### src/rtl/flash_loader_pkg.sv
// Shared state encoding and default copy-window constants for the flash-to-SDRAM boot loader.
package flash_loader_pkg;

    typedef enum logic [2:0] {
        IDLE,
        REQ,
        WAIT,
        WRITE,
        NEXT,
        DONE
    } state_t;

    localparam logic [21:0] FLASH_BASE_DEF = 22'h100000;
    localparam logic [21:0] RAM_BASE_DEF   = 22'h0fc000;
    localparam logic [21:0] WORDS_DEF      = 22'd16000;

endpackage

### src/rtl/flash_loader.sv
// Boot-time copier: streams WORDS flash words into SDRAM, then raises done to release the Atari reset.
// Optional FLASH_LOADER_BUSY_EN: end each flash read on the falling edge of flash_busy, with a 4*FLASH_WAIT timeout.
module flash_loader
    import flash_loader_pkg::*;
#(
    parameter logic [21:0] FLASH_BASE = FLASH_BASE_DEF,
    parameter logic [21:0] RAM_BASE   = RAM_BASE_DEF,
    parameter logic [21:0] WORDS      = WORDS_DEF,
    parameter logic [5:0]  FLASH_WAIT = 6'd9,
    parameter logic [2:0]  WRITE_LEN  = 3'd5
) (
    input  logic        clk32,
    input  logic        resb,
    input  logic        start,
    output logic [21:0] flash_addr,
    output logic        flash_cs,
    input  logic        flash_busy,
    input  logic [15:0] flash_dout,
    output logic [21:0] ram_addr,
    output logic [15:0] ram_din,
    output logic        ram_cs,
    output logic        ram_we,
    output logic        done
);

    // The REQ cycle counts as the first access cycle, so WAIT starts one below the full count.
`ifdef FLASH_LOADER_BUSY_EN
    localparam logic [7:0] WAIT_LOAD = {FLASH_WAIT, 2'b00} - 8'd1;
`else
    localparam logic [7:0] WAIT_LOAD = {2'b00, FLASH_WAIT} - 8'd1;
`endif

    state_t      state, state_nx;
    logic [21:0] flash_addr_nx, ram_addr_nx, words_left, words_left_nx;
    logic [15:0] ram_din_nx;
    logic        flash_cs_nx;
    logic [7:0]  wait_cnt, wait_cnt_nx;
    logic [2:0]  wr_cnt, wr_cnt_nx;
    logic        start_d;
    logic        start_rise;
    logic        wait_exit;

    assign start_rise = start && !start_d;

`ifdef FLASH_LOADER_BUSY_EN
    logic busy_d;

    always_ff @(posedge clk32 or negedge resb) begin
        if (!resb) busy_d <= 1'b0;
        else       busy_d <= flash_busy;
    end

    assign wait_exit = (busy_d && !flash_busy) || (wait_cnt == 8'd1);
`else
    assign wait_exit = (wait_cnt == 8'd1);
`endif

    always_ff @(posedge clk32 or negedge resb) begin
        if (!resb) begin
            state      <= IDLE;
            flash_addr <= FLASH_BASE;
            ram_addr   <= RAM_BASE;
            words_left <= WORDS;
            ram_din    <= '0;
            flash_cs   <= 1'b0;
            wait_cnt   <= '0;
            wr_cnt     <= '0;
            start_d    <= 1'b0;
        end else begin
            state      <= state_nx;
            flash_addr <= flash_addr_nx;
            ram_addr   <= ram_addr_nx;
            words_left <= words_left_nx;
            ram_din    <= ram_din_nx;
            flash_cs   <= flash_cs_nx;
            wait_cnt   <= wait_cnt_nx;
            wr_cnt     <= wr_cnt_nx;
            start_d    <= start;
        end
    end

    always_comb begin
        state_nx      = state;
        flash_addr_nx = flash_addr;
        ram_addr_nx   = ram_addr;
        words_left_nx = words_left;
        ram_din_nx    = ram_din;
        wait_cnt_nx   = wait_cnt;
        wr_cnt_nx     = wr_cnt;

        case (state)
            IDLE: begin
                if (start_rise) state_nx = (WORDS == '0) ? DONE : REQ;
            end
            REQ: begin
                wait_cnt_nx = WAIT_LOAD;
                state_nx    = WAIT;
            end
            WAIT: begin
                wait_cnt_nx = wait_cnt - 8'd1;
                if (wait_exit) begin
                    ram_din_nx    = flash_dout;
                    flash_addr_nx = flash_addr + 22'd1;
                    words_left_nx = words_left - 22'd1;
                    wr_cnt_nx     = WRITE_LEN;
                    state_nx      = WRITE;
                end
            end
            WRITE: begin
                wr_cnt_nx = wr_cnt - 3'd1;
                if (wr_cnt == 3'd1) state_nx = NEXT;
            end
            NEXT: begin
                ram_addr_nx = ram_addr + 22'd1;
                state_nx    = (words_left == '0) ? DONE : REQ;
            end
            DONE: ;
            default: state_nx = IDLE;
        endcase

        // Losing "memories ready" abandons the copy and rearms for a fresh start edge.
        if (state != IDLE && !start) begin
            state_nx      = IDLE;
            flash_addr_nx = FLASH_BASE;
            ram_addr_nx   = RAM_BASE;
            words_left_nx = WORDS;
        end

        flash_cs_nx = flash_cs;
        if (state_nx == REQ)                                     flash_cs_nx = 1'b1;
        else if (flash_busy || state_nx == DONE || state_nx == IDLE) flash_cs_nx = 1'b0;
    end

    assign ram_cs = (state == WRITE);
    assign ram_we = (state == WRITE);
    assign done   = (state == DONE);

endmodule

### config.mk
export PLATFORM = sky130hd
export DESIGN_NAME = flash_loader
export DESIGN_NICKNAME = d
export VERILOG_FILES = /design/src/rtl/flash_loader_pkg.sv /design/src/rtl/flash_loader.sv
export SDC_FILE = /design/constraint.sdc
export NUM_CORES = 1
export LEC_CHECK = 0
export ABC_AREA = 1
export BUFFER_PORTS_ARGS = -buffer_cell sky130_fd_sc_hd__buf_2
export CAP_MARGIN = 40
export CORE_ASPECT_RATIO = 0.5
export CORE_MARGIN = 5
export CORE_UTILIZATION = 50
export CTS_BUF_LIST = sky130_fd_sc_hd__clkbuf_16
export DETAILED_ROUTE_END_ITERATION = 8
export PLACE_DENSITY = 0.72
export SYNTH_ARGS = -nofsm -noshare
export SYNTH_HDL_FRONTEND = slang
export SYNTH_SLANG_ARGS = --single-unit
### constraint.sdc
create_clock -name clk32 -period 3.3 [get_ports clk32]
set_clock_uncertainty 0.15 [all_clocks]
set_input_delay 0.66 -clock clk32 [delete_from_list [all_inputs] [get_ports clk32]]
set_output_delay 0.66 -clock clk32 [all_outputs]
set_load 0.005 [all_outputs]
After elaboration in Yosys (flattened, before gate mapping)
Cells that the tools add are included.
Widths: inputs -> output; s select.
{"block": "word_totals", "ramBits": 0, "output_inout_bits": 64, "romBits": 0, "n_memories": 0, "in_bits": 20, "word_cells": 62, "register_bits": 98, "latchBits": 0}
{"block": "op_classes", "order_cmp": 0, "addsub": 5, "n_eq_ne": 10, "shifts": 0, "n_bitwise": 0, "mul": 0, "mux": 19, "reduce_logical": 19, "div_mod_pow": 0}
{"cell": "$mux 22", "count": 8}
{"cell": "$add 22x1->22 const B", "count": 2}
{"cell": "$logic_not 22->1", "count": 1}
{"cell": "$sub 22x1->22 const B", "count": 1}
{"cell": "$mux 3", "count": 6}
{"cell": "$pmux 3 s6", "count": 1}
{"cell": "$pmux 8 s2", "count": 1}
{"cell": "$reduce_bool 2->1", "count": 6}
{"cell": "$eq 3x1->1 const B", "count": 3}
{"cell": "$eq 3x3->1 const B", "count": 3}
{"cell": "$eq 8x1->1 const B", "count": 1}
{"cell": "$sub 8x1->8 const B", "count": 1}
{"cell": "$eq 3x2->1 const B", "count": 2}
{"cell": "$logic_not 3->1", "count": 2}
{"cell": "$pmux 3 s2", "count": 1}
{"cell": "$reduce_and 2->1", "count": 3}
{"cell": "$reduce_bool 3->1", "count": 1}
{"cell": "$sub 3x1->3 const B", "count": 1}
{"cell": "$logic_and 1x1->1", "count": 2}
{"cell": "$logic_not 1->1", "count": 2}
{"cell": "$logic_or 1x1->1", "count": 2}
{"cell": "$mux 1", "count": 2}
{"cell": "$ne 2x2->1 const B", "count": 1}

Logic depth before layout (Yosys ltp)
Gate-level depths: netlist of the first run.
{"block": "depth", "word_depth": 10, "depth_mapped": 12, "mapped_depth_nobuf": 12}

Worst setup path before layout of the first run
OpenSTA, ideal clock, no wires.
{"block": "synth_timing", "path_type": "register to register", "from": "register wait_cnt[1]", "to": "register flash_addr[4]", "setup_time_ns": 0.128, "required_time_ns": 3.022, "synth_period_minus_slack_ns": 1.828, "arrival_ns": 1.550, "path_buffers": 2, "stages_incl_launch_ff": 10, "path_slack_ns": 1.472, "cell_sequence": "dfrtp_1 inv_1 ha_1 inv_1 nor3_1 nand3_4 buf_6 buf_6 o31ai_1 a21oi_1"}
{"block": "synth_via", "elab_chain_len": 3}
{"element": "start: declaration", "line": "flash_loader.sv:37", "text": "logic [7:0] wait_cnt, wait_cnt_nx;"}
{"element": "start signal: assignment", "line": "flash_loader.sv:76", "text": "wait_cnt <= wait_cnt_nx;"}
{"element": "$eq 8x1->1", "line": "flash_loader.sv:55", "text": "assign wait_exit = (wait_cnt == 8'd1);"}
{"element": "$reduce_bool 2->1 (no line)"}
{"element": "$reduce_and 2->1 (no line)"}
{"element": "end signal: assignment", "line": "flash_loader.sv:71", "text": "flash_addr <= flash_addr_nx;"}
{"element": "end: declaration", "line": "flash_loader.sv:15", "text": "output logic [21:0] flash_addr,"}
Every way passes these cells.
A chain may end at the register's enable or synchronous reset.

Worst setup path after layout of the first run
{"block": "layout_timing", "from": "register wait_cnt[1]", "to": "register flash_addr[0]"}
The elaborated chain is that of the path after synthesis.

==> flow_summary_export.csv, run 1 <==
group,metric,value,unit
logic_synthesis,synth_xor_xnor_area_share,0.476,%
cts,cts_setup_buffers,0,
worst_setup_path,r2r.worst_path.cells,9,
logic_synthesis,synth_top_family_by_area,"simple AND/OR/NAND/NOR gates",
logic_synthesis,postSynthCellCount,763,
final_layout,nNetsFinal,874,
placed_design,gp_congestion,0.877,
logic_synthesis,synthAdderAreaFrac,1.81,%
routing,first_iter_violations,437,
logic_synthesis,seq_area_frac_synth,44.7,%
routing,vias,5195,
final_layout,drive_above_1_share,15.6,%
final_layout,area_delta_synth_final,15.7,%
logic_synthesis,syn-num-nets,791,
sta,fin_setup_tns,0,ps
worst_setup_path,cp_common_cell,"inv_1",
logic_synthesis,muxShareOfSynthArea,0,%
pwr,max-vdd-ir-drop,0.000317,V
logic_synthesis,synth_seq_cells,98,
grt,antenna_found_initial,0,
worst_setup_path,crit_end,"flash_addr[0]",
min_path,min_path_type,"in -> async",
worst_setup_path,critPathMaxStageDelay,630,ps
flow_run,drv_cap,0,
worst_setup_path,cp-end-kind,"register",
sta,finalSetupViolations,0,
final_layout,multi_input_area,0.00262,mm^2
sta,timing.final.crit_share,79.3,%
floorplan,core-area,0.0109,mm^2
placed_design,hpwl,9.68,mm
worst_setup_path,slowest_stage,"nand2_1",
routing,drtAntennaViolNets,0,
pwr,p_leak,0.00321,uW
sta,hold_viol_final,0,
grt,grt_usage,20.7,%
sta,fin_crit,2620,ps
final_layout,n_antenna_cell,0,
worst_setup_path,worstPathCellList,"inv_1 -> ha_1 -> inv_1 -> nor3_1 -> nand3_4 -> nand2_1 -> inv_1 -> nand2_1 -> o21ai_0",
worst_setup_path,startpoint,"wait_cnt[1]",
worst_setup_path,rr_startpoint,"wait_cnt[1]",
floorplan,initial_core_util,50.7,%
routing,drt-pass1-iter-count,6,
grt,grt_remaining_overflow,0,
cts,cts.htree.levels,3,
cts,cts_resized,0,
sta,fmax,382,MHz
floorplan,die_x,159,um
floorplan,ios,84,
cts,cts_buffers,9,
worst_setup_path,worst_setup_path_start_kind,"register",
floorplan,die_h,84.3,um
routing,wirelength,13.4,mm
worst_setup_path,arrival,2690,ps
final_layout,regArea,0.00247,mm^2
worst_setup_path,cp.required,3370,ps
pwr,power,4220,uW
worst_setup_path,r2r_slack,680,ps
logic_synthesis,synth_compound_area_share,8.07,%
cts,clockRootBuffer,"clkbuf_16",
cts,hold_buffers,0,
sta,rsz0062_at_grt,"no",
routing,drc_errors,0,
cts,cts.sinks,98,
worst_setup_path,crit_fanout,24,
worst_setup_path,r2r_end,"flash_addr[0]",
logic_synthesis,syn_area,0.00552,mm^2
grt,grt_max_degree,55,
worst_setup_path,path_class,"reg -> reg",
logic_synthesis,ys_warn_count,0,
routing,via_per_inst,5.22,
cts,clk_latency,350,ps
cts,path_clk_slew,70,ps
sta,slew_violations,0,
placed_design,port_buffers,83,
final_layout,fill_cells,1004,
logic_synthesis,syn_avg_cell_area,7.23,um^2
floorplan,fp.dieArea,0.0134,mm^2
run_status,outcome,"finished clean",
logic_synthesis,synth_area_leader_cell,"dfrtp_1",
routing,wl_per_cell,13.5,um
logic_synthesis,synth_top_area_share,38.6,%
grt,first_global_vias,4720,
cts,cts_tree,"built",
floorplan,row_count,27,
logic_synthesis,yosys.area_share.simple,37.1,%
sta,worst_slew_pin_slew,733,ps
logic_synthesis,ys_types,40,
cts,clock_path_buffers,2,
grt,grt_pass1_wl,22.7,mm
sta,relSlewSlack,51.0,%
pwr,p_per_area,661,mW/mm^2
logic_synthesis,yosys-top-cells-area,"dfrtp_1, nand2_1, nor2_1, dfstp_2, inv_1",
[critical path, delay by kind of cell, from the launching register on]
family | cells | cell delay, ps
DFF | 1 | 380
buffers and inverters | 3 | 440
adders and majority gates | 1 | 170
and+or+nand+nor | 4 | 1270
AOI/OAI and AO/OA | 1 | 90
[registers in the layout, indices dropped and copies added, names as in the netlist]
register / flops
flash_cs: 1
start_d: 1
wr_cnt: 3
ram_din: 16
state: 3
ram_addr: 22
wait_cnt: 8
words_left: 22
flash_addr: 22
[power breakdown]
group          total, uW  leakage [uW]  switching, uW  internal, uW
sequential          1700       0.00126            204          1500
combinational       1380       0.00179            925           459
clock               1140      0.000149            472           663
total               4220       0.00321           1600          2620
[cells in the mapped netlist]
master,count
nand2_1,189
nor2_1,154
inv_1,86
dfrtp_1,85
nand3_1,50
o21ai_0,44
nor3_1,33
nand4_1,23
a21oi_1,20
dfstp_2,13
buf_2,8
ha_1,8
a31oi_1,4
nand3b_1,4
o22ai_1,4
buf_4,3
nor2_4,3
and3_1,2
buf_6,2
inv_2,2
nand3_2,2
nor2_2,2
nor2_8,2
o21a_1,2
o31ai_1,2
xor2_1,2
a211oi_1,1
a2bb2oi_1,1
a32o_1,1
and2_1,1
buf_1,1
clkbuf_1,1
clkinv_2,1
nand2_2,1
nand3_4,1
nor3_4,1
o21ai_2,1
o21ba_2,1
or2_2,1
xnor2_1,1
[cell type report]
type	instances	area share (%)
multi-input cells	561	41.0
flip-flops and latches	98	38.7
repair buffers	87	7.21
inverters	89	5.25
clock buffers	9	3.53
well taps	145	2.84
clock inverters	7	1.45
[metal layers]
layer	up-vias	part of all wire, %	GRT usage [%]
met5	-	0	0
met4	0	0.89	4.18
met3	11	6.4	4.53
met2	141	43	31.8
met1	2413	49	30.3
li1	2630	-	-
[stage by stage]
step	instance area [um^2]	setup slack [ps]	cells	utilization, %	hold slack [ps]
floorplan	5520	1470	763	-	214
global placement	6070	771	980	55.8	324
detailed placement	6070	707	980	55.8	329
CTS	6380	669	996	58.7	237
global route	6380	401	996	58.7	295
finish	6380	682	996	58.7	217
[cell families after synthesis]
family | after synthesis
AOI/OAI and AO/OA | 81
xor gates and xnor gates | 3
adders and majority gates | 8
buffers and inverters | 104
DFF | 98
and+or+nand+nor | 469
[worst min path at each step]
stage,end,slack (ps)
after floorplan,flash_addr[0],210
after global placement,flash_addr[20],320
after detailed placement,flash_addr[20],330
after CTS,ram_din[10],240
after global routing,ram_din[10],290
final,ram_din[10],220
[cells in the final DEF (no fill, tap or decap), types with 3 or more instances in the layout]
cell type,count
nor2_4,3
a31oi_1,4
buf_2,82
buf_4,4
nand3b_1,4
o21ai_0,44
nor3_1,33
inv_1,86
clkbuf_16,9
nand4_1,23
nand3_1,50
nor2_1,154
o22ai_1,4
dfrtp_1,85
ha_1,8
a21oi_1,20
nand2_1,189
dfstp_2,13
(Power assumes the default switching activity.)
==> inputs of run 2 (changes only) <==
- clock period: 3.3 -> 2.6 ns (I/O delays scaled with it)
==> run 2 against run 1 <==
Global-route usage decreased by 0.44 points. Worst setup slack got worse by 250 ps. Largest power group unchanged. Clock power increased by 17%. Die area unchanged. Combinational power increased by 30%. Via count increased by 1.1%. Maximum frequency increased by 20%. First-iteration DRC count decreased by 24%. Final area increased by 0.39%. Sequential share of layout area decreased by 0.15 points. Count of clock-buffer cells in the layout unchanged.
==> flow_summary_export.csv, run 2 (synthesis gave the netlist of run 1 again) <==
group,metric,value,unit
final_layout,regArea,0.00247,mm^2
sta,fin_ws,427,ps
worst_setup_path,r2r_slack,430,ps
final_layout,multi_input_area,0.00262,mm^2
worst_setup_path,cp.required,2740,ps
sta,fmax,460,MHz
worst_setup_path,critPathMaxStageDelay,370,ps
min_path,min_from,"start",
worst_setup_path,crit_fanout,25,
final_layout,layout_common_cells,"nand2_1, nor2_1, inv_1",
worst_setup_path,cp-end-kind,"register",
worst_setup_path,r2r_end,"words_left[10]",
floorplan,ios,84,
cts,clk_latency,340,ps
cts,cts.sinks,98,
floorplan,die_h,84.3,um
final_layout,fin_cells,1002,
routing,drt-pass1-iter-count,5,
cts,cts.htree.levels,3,
placed_design,port_buffers,83,
floorplan,initial_core_util,50.7,%
placed_design,hpwl,9.81,mm
floorplan,row_count,27,
floorplan,fp.dieArea,0.0134,mm^2
sta,fin_crit,2170,ps
cts,clockRootBuffer,"clkbuf_16",
grt,grt_max_degree,39,
floorplan,core-area,0.0109,mm^2
cts,cts_setup_buffers,0,
worst_setup_path,r2r.worst_path.cells,11,
final_layout,n_antenna_cell,0,
placed_design,gp_congestion,0.898,
routing,drc_errors,0,
pwr,p_leak,0.00322,uW
final_layout,final_common_cell,"nand2_1",
placed_design,dp_slack,423,ps
grt,grt_pass1_wl,22.5,mm
sta,slew_violations,0,
run_status,outcome,"finished clean",
cts,clock_path_buffers,2,
min_path,min_path_type,"in -> reg",
worst_setup_path,arrival,2310,ps
worst_setup_path,worstPathCellList,"inv_1 -> ha_1 -> inv_1 -> nor3_1 -> nand3_4 -> buf_4 -> clkinv_2 -> nand3_1 -> nor2_1 -> nor2_1 -> nand2_1",
sta,hold_viol_final,0,
final_layout,top_regs,"flash_addr (22), ram_addr (22), words_left (22)",
routing,drtAntennaViolNets,0,
sta,finalSetupViolations,0,
cts,cts_buffers,9,
grt,first_global_vias,4788,
routing,via_per_inst,5.24,
sta,timing.final.crit_share,83.6,%
final_layout,fill_cells,1017,
cts,path_clk_slew,70,ps
worst_setup_path,path_class,"reg -> reg",
floorplan,die_x,159,um
sta,rsz0062_at_grt,"no",
sta,relSlewSlack,66.0,%
pwr,p_per_area,822,mW/mm^2
final_layout,area_delta_synth_final,16.2,%
cts,cts_tree,"built",
flow_run,drv_cap,0,
sta,holdWs,219,ps
min_path,hold_end,"start_d",
cts,hold_buffers,1,
routing,first_iter_violations,332,
final_layout,drive_above_1_share,16.0,%
routing,vias,5252,
placed_design,dp.cells,985,
sta,worst_slew_pin_slew,510,ps
pwr,max-vdd-ir-drop,0.000381,V
routing,wl_per_cell,13.2,um
grt,grt_usage,20.3,%
final_layout,fin_util,58.9,%
final_layout,nNetsFinal,880,
cts,cts_resized,0,
worst_setup_path,worst_setup_path_start_kind,"register",
min_path,holdPathStages,1,
grt,antenna_found_initial,0,
routing,wirelength,13.2,mm
worst_setup_path,rr_startpoint,"wait_cnt[1]",
sta,fin_setup_tns,0,ps
grt,grt_remaining_overflow,0,
worst_setup_path,slowest_stage,"dfrtp_1",
## run 2: cell types whose count changed in the layout (fill, tap and decap cells not counted), sizes merged
cell / before / now
buf: 87 / 92
clkinv: 3 / 5
bufinv: 2 / 1
dlygate4sd3: 0 / 1
inv: 89 / 88
## run 2: per-stage QoR
step	cell area (um^2)	power, uW
final	6410	5270
after global routing	6410	5660
after CTS	6410	5300
after detailed placement	6100	3960
after global placement	6100	3910
after floorplan	5520	3350
## run 2: worst max-delay path by stage
stage	to	slack, ps	start
after floorplan	flash_addr[4]	770	wait_cnt[1]
after global placement	words_left[10]	470	wait_cnt[1]
after detailed placement	words_left[10]	420	wait_cnt[1]
after CTS	words_left[10]	410	wait_cnt[1]
after global routing	words_left[10]	200	wait_cnt[1]
final	words_left[10]	430	wait_cnt[1]
## run 2: where the power goes
part	leakage [uW]	internal, uW	switching (uW)
registers	0.00126	1900	260
logic	0.00182	602	1180
clock network	0.000137	743	584
total	0.00322	3240	2030
## run 2: area by class of cell
cell class                      count  area share (%)
Tap cell                          145            2.83
Multi-Input combinational cell    561            40.9
Timing Repair Buffer               93            7.93
Inverter                           89            5.23
Clock buffer                        9            3.51
Sequential cell                    98            38.5
Clock inverter                      7            1.09
## run 2: critical path, delay by kind of cell, from the launching register on
family,cells,cell delay [ps]
adder cells (fa/ha/maj),1,170
buffers and inverters,4,660
flip-flops,1,370
AND/OR/NAND/NOR,6,750
## run 2: routing by layer
metal  vias to the layer above  track usage [%]  wire length [um]
met1                      2464             30.0              6610
met2                       131             30.8              5770
met3                        10             4.43               749
met4                         0             3.95                89
met5                         -                0                 0
li1                       2647                -                 -
==> inputs of run 3 (changes only) <==
- clock period: 2.6 -> 2.2 ns (I/O delays scaled with it)
==> run 3 against run 2 <==
Worst setup slack lost 280 ps. Flip-flop and latch count is the same. Critical path depth shrank 8. Largest power group unchanged. Sequential power grew 19%. Count of clock-buffer cells in the layout is the same. Final area grew 0.90%. Largest cell class unchanged. Die area is the same. Sequential share of layout area shrank 0.34 points. Routed wire length grew 0.85%. Critical endpoint is now ram_cs.
==> flow_summary_export.csv, run 3 (synthesis gave the netlist of run 1 again) <==
group,metric,value,unit
grt,grt_remaining_overflow,0,
routing,routed-wl-met2,5.74,mm
sta,rsz0062_at_grt,"no",
pwr,switching_share,39.5,%
final_layout,drive_above_1_share,17.1,%
final_layout,fill_cells,1018,
cts,cts_buffers,9,
pwr,max-vdd-ir-drop,0.000447,V
placed_design,hpwl,9.96,mm
worst_setup_path,cp-end-kind,"output port",
final_layout,nNetsFinal,886,
run_status,outcome,"finished clean",
cts,path_clk_slew,70,ps
routing,dr.max_layer_used,"met4",
final_layout,n_antenna_cell,0,
sta,relSlewSlack,65.7,%
worst_setup_path,path_class,"reg -> out",
sta,fin_ws,151,ps
pwr,p_per_area,969,mW/mm^2
final_layout,multi_input_area,0.00264,mm^2
worst_setup_path,worst_setup_path_start_kind,"register",
floorplan,ios,84,
sta,finalSetupViolations,0,
routing,via_per_inst,5.19,
sta,fin_setup_tns,0,ps
routing,drc_errors,0,
sta,hold_viol_final,0,
routing,wl_per_cell,13.2,um
grt,grt_pass1_wl,23.0,mm
placed_design,port_buffers,83,
worst_setup_path,crit_fanout,8,
floorplan,die_x,159,um
sta,fin_crit,2050,ps
final_layout,area_delta_synth_final,17.2,%
sta,fmax,488,MHz
floorplan,fp.dieArea,0.0134,mm^2
routing,met3_length,692,um
worst_setup_path,cp.required,1610,ps
worst_setup_path,arrival,1460,ps
pwr,pwr-share-seq,40.9,%
placed_design,gp_congestion,0.924,
cts,clock_path_buffers,2,
placed_design,dp_slack,92.7,ps
cts,cts_tree,"built",
routing,vias,5229,
cts,clockRootBuffer,"clkbuf_16",
final_layout,final_common_cell,"nand2_1",
grt,first_global_vias,4830,
routing,wirelength,13.3,mm
sta,slew_violations,0,
sta,worst_slew_pin_slew,513,ps
floorplan,core-area,0.0109,mm^2
routing,drt-pass1-iter-count,7,
final_layout,regArea,0.00247,mm^2
floorplan,row_count,27,
routing,m1WireLength,6.76,mm
cts,cts.htree.levels,3,
grt,antenna_found_initial,0,
pwr,pwr-share-comb,34.6,%
pwr,p_leak,0.00325,uW
pwr,intPower,3790,uW
final_layout,layout_common_cells,"nand2_1, nor2_1, inv_1",
sta,timing.final.crit_share,93.1,%
cts,cts.sinks,98,
routing,first_iter_violations,420,
pwr,p_clk_share,24.5,%
min_path,min_path_type,"in -> reg",
grt,grt_usage,20.7,%
flow_run,drv_cap,0,
floorplan,initial_core_util,50.7,%
floorplan,die_h,84.3,um
final_layout,top_regs,"flash_addr (22), ram_addr (22), words_left (22)",
pwr,p_sw,2470,uW
routing,drtAntennaViolNets,0,
grt,grt_max_degree,50,
cts,cts_setup_buffers,0,
cts,clk_latency,350,ps
-- run 3: cell count changes in the layout (fill, tap and decap cells not counted), moves of 2 or more --
cell / delta
nor3_1: -2
clkinv_1: -2
buf_4: +5
clkinv_4: -2
inv_6: +2
inv_8: +2
-- run 3: area by class of cell --
| cell class | count | share of cell area, % |
|---|---|---|
| clock buffer | 9 | 3.48 |
| clock inverter | 7 | 0.929 |
| inverter | 89 | 5.19 |
| multi-input combinational | 561 | 40.8 |
| sequential | 98 | 38.2 |
| tap | 145 | 2.81 |
| timing repair buffer | 99 | 8.61 |
-- run 3: stage by stage --
| stage | instance area (um^2) | utilization, % | cells | hold WS [ps] | total power (uW) |
|---|---|---|---|---|---|
| finish | 6470 | 59.4 | 1008 | 134 | 6270 |
| global route | 6470 | 59.4 | 1008 | 128 | 6760 |
| CTS | 6440 | 59.2 | 1008 | 127 | 6290 |
| detailed placement | 6150 | 56.5 | 991 | 249 | 4730 |
| global placement | 6150 | 56.5 | 991 | 246 | 4670 |
| floorplan | 5520 | - | 763 | -5.59 | 3960 |
-- run 3: final timing paths --
check / startpoint / to / slack [ps] / cells past startpoint
max in group asynchronous: resb / words_left[13] / 820 / 3
worst max-delay path: state[0] / ram_cs / 150 / 3
worst min register to register: flash_addr[20] / flash_addr[20] / 340 / 2
worst min-delay path: start / start_d / 130 / 1
min in group asynchronous: resb / wait_cnt[5] / 400 / 2
worst max register to register: flash_addr[0] / flash_addr[10] / 190 / 8
-- run 3: layer usage --
metal | vias up | track usage, %
met5 | - | 0
met4 | 0 | 4.57
li1 | 2653 | -
met3 | 16 | 4.48
met1 | 2443 | 30.7
met2 | 117 | 31.0
-- run 3: power by group through the flow --
stage | Clock (uW) | Combinational [uW] | Sequential (uW)
final | 1540 | 2170 | 2560
after global routing | 1640 | 2490 | 2620
after CTS | 1570 | 2160 | 2550
after floorplan | 0 | 1410 | 2550
after detailed placement | 0 | 2150 | 2580
after global placement | 0 | 2110 | 2570
-- run 3: worst max-delay path, cell delays in order, from the launching register on --
cell	delay, ps
dfrtp_1	440
nand2_1	90
nor2_1	380
buf_2	200
-- run 3: timing repair --
action | 4_1_cts | 5_1_grt
endpoints found under the hold margin | 25 | 0
setup endpoints to repair | 0 | 37
hold buffers | 1 | 0
gates resized for setup | 0 | 5
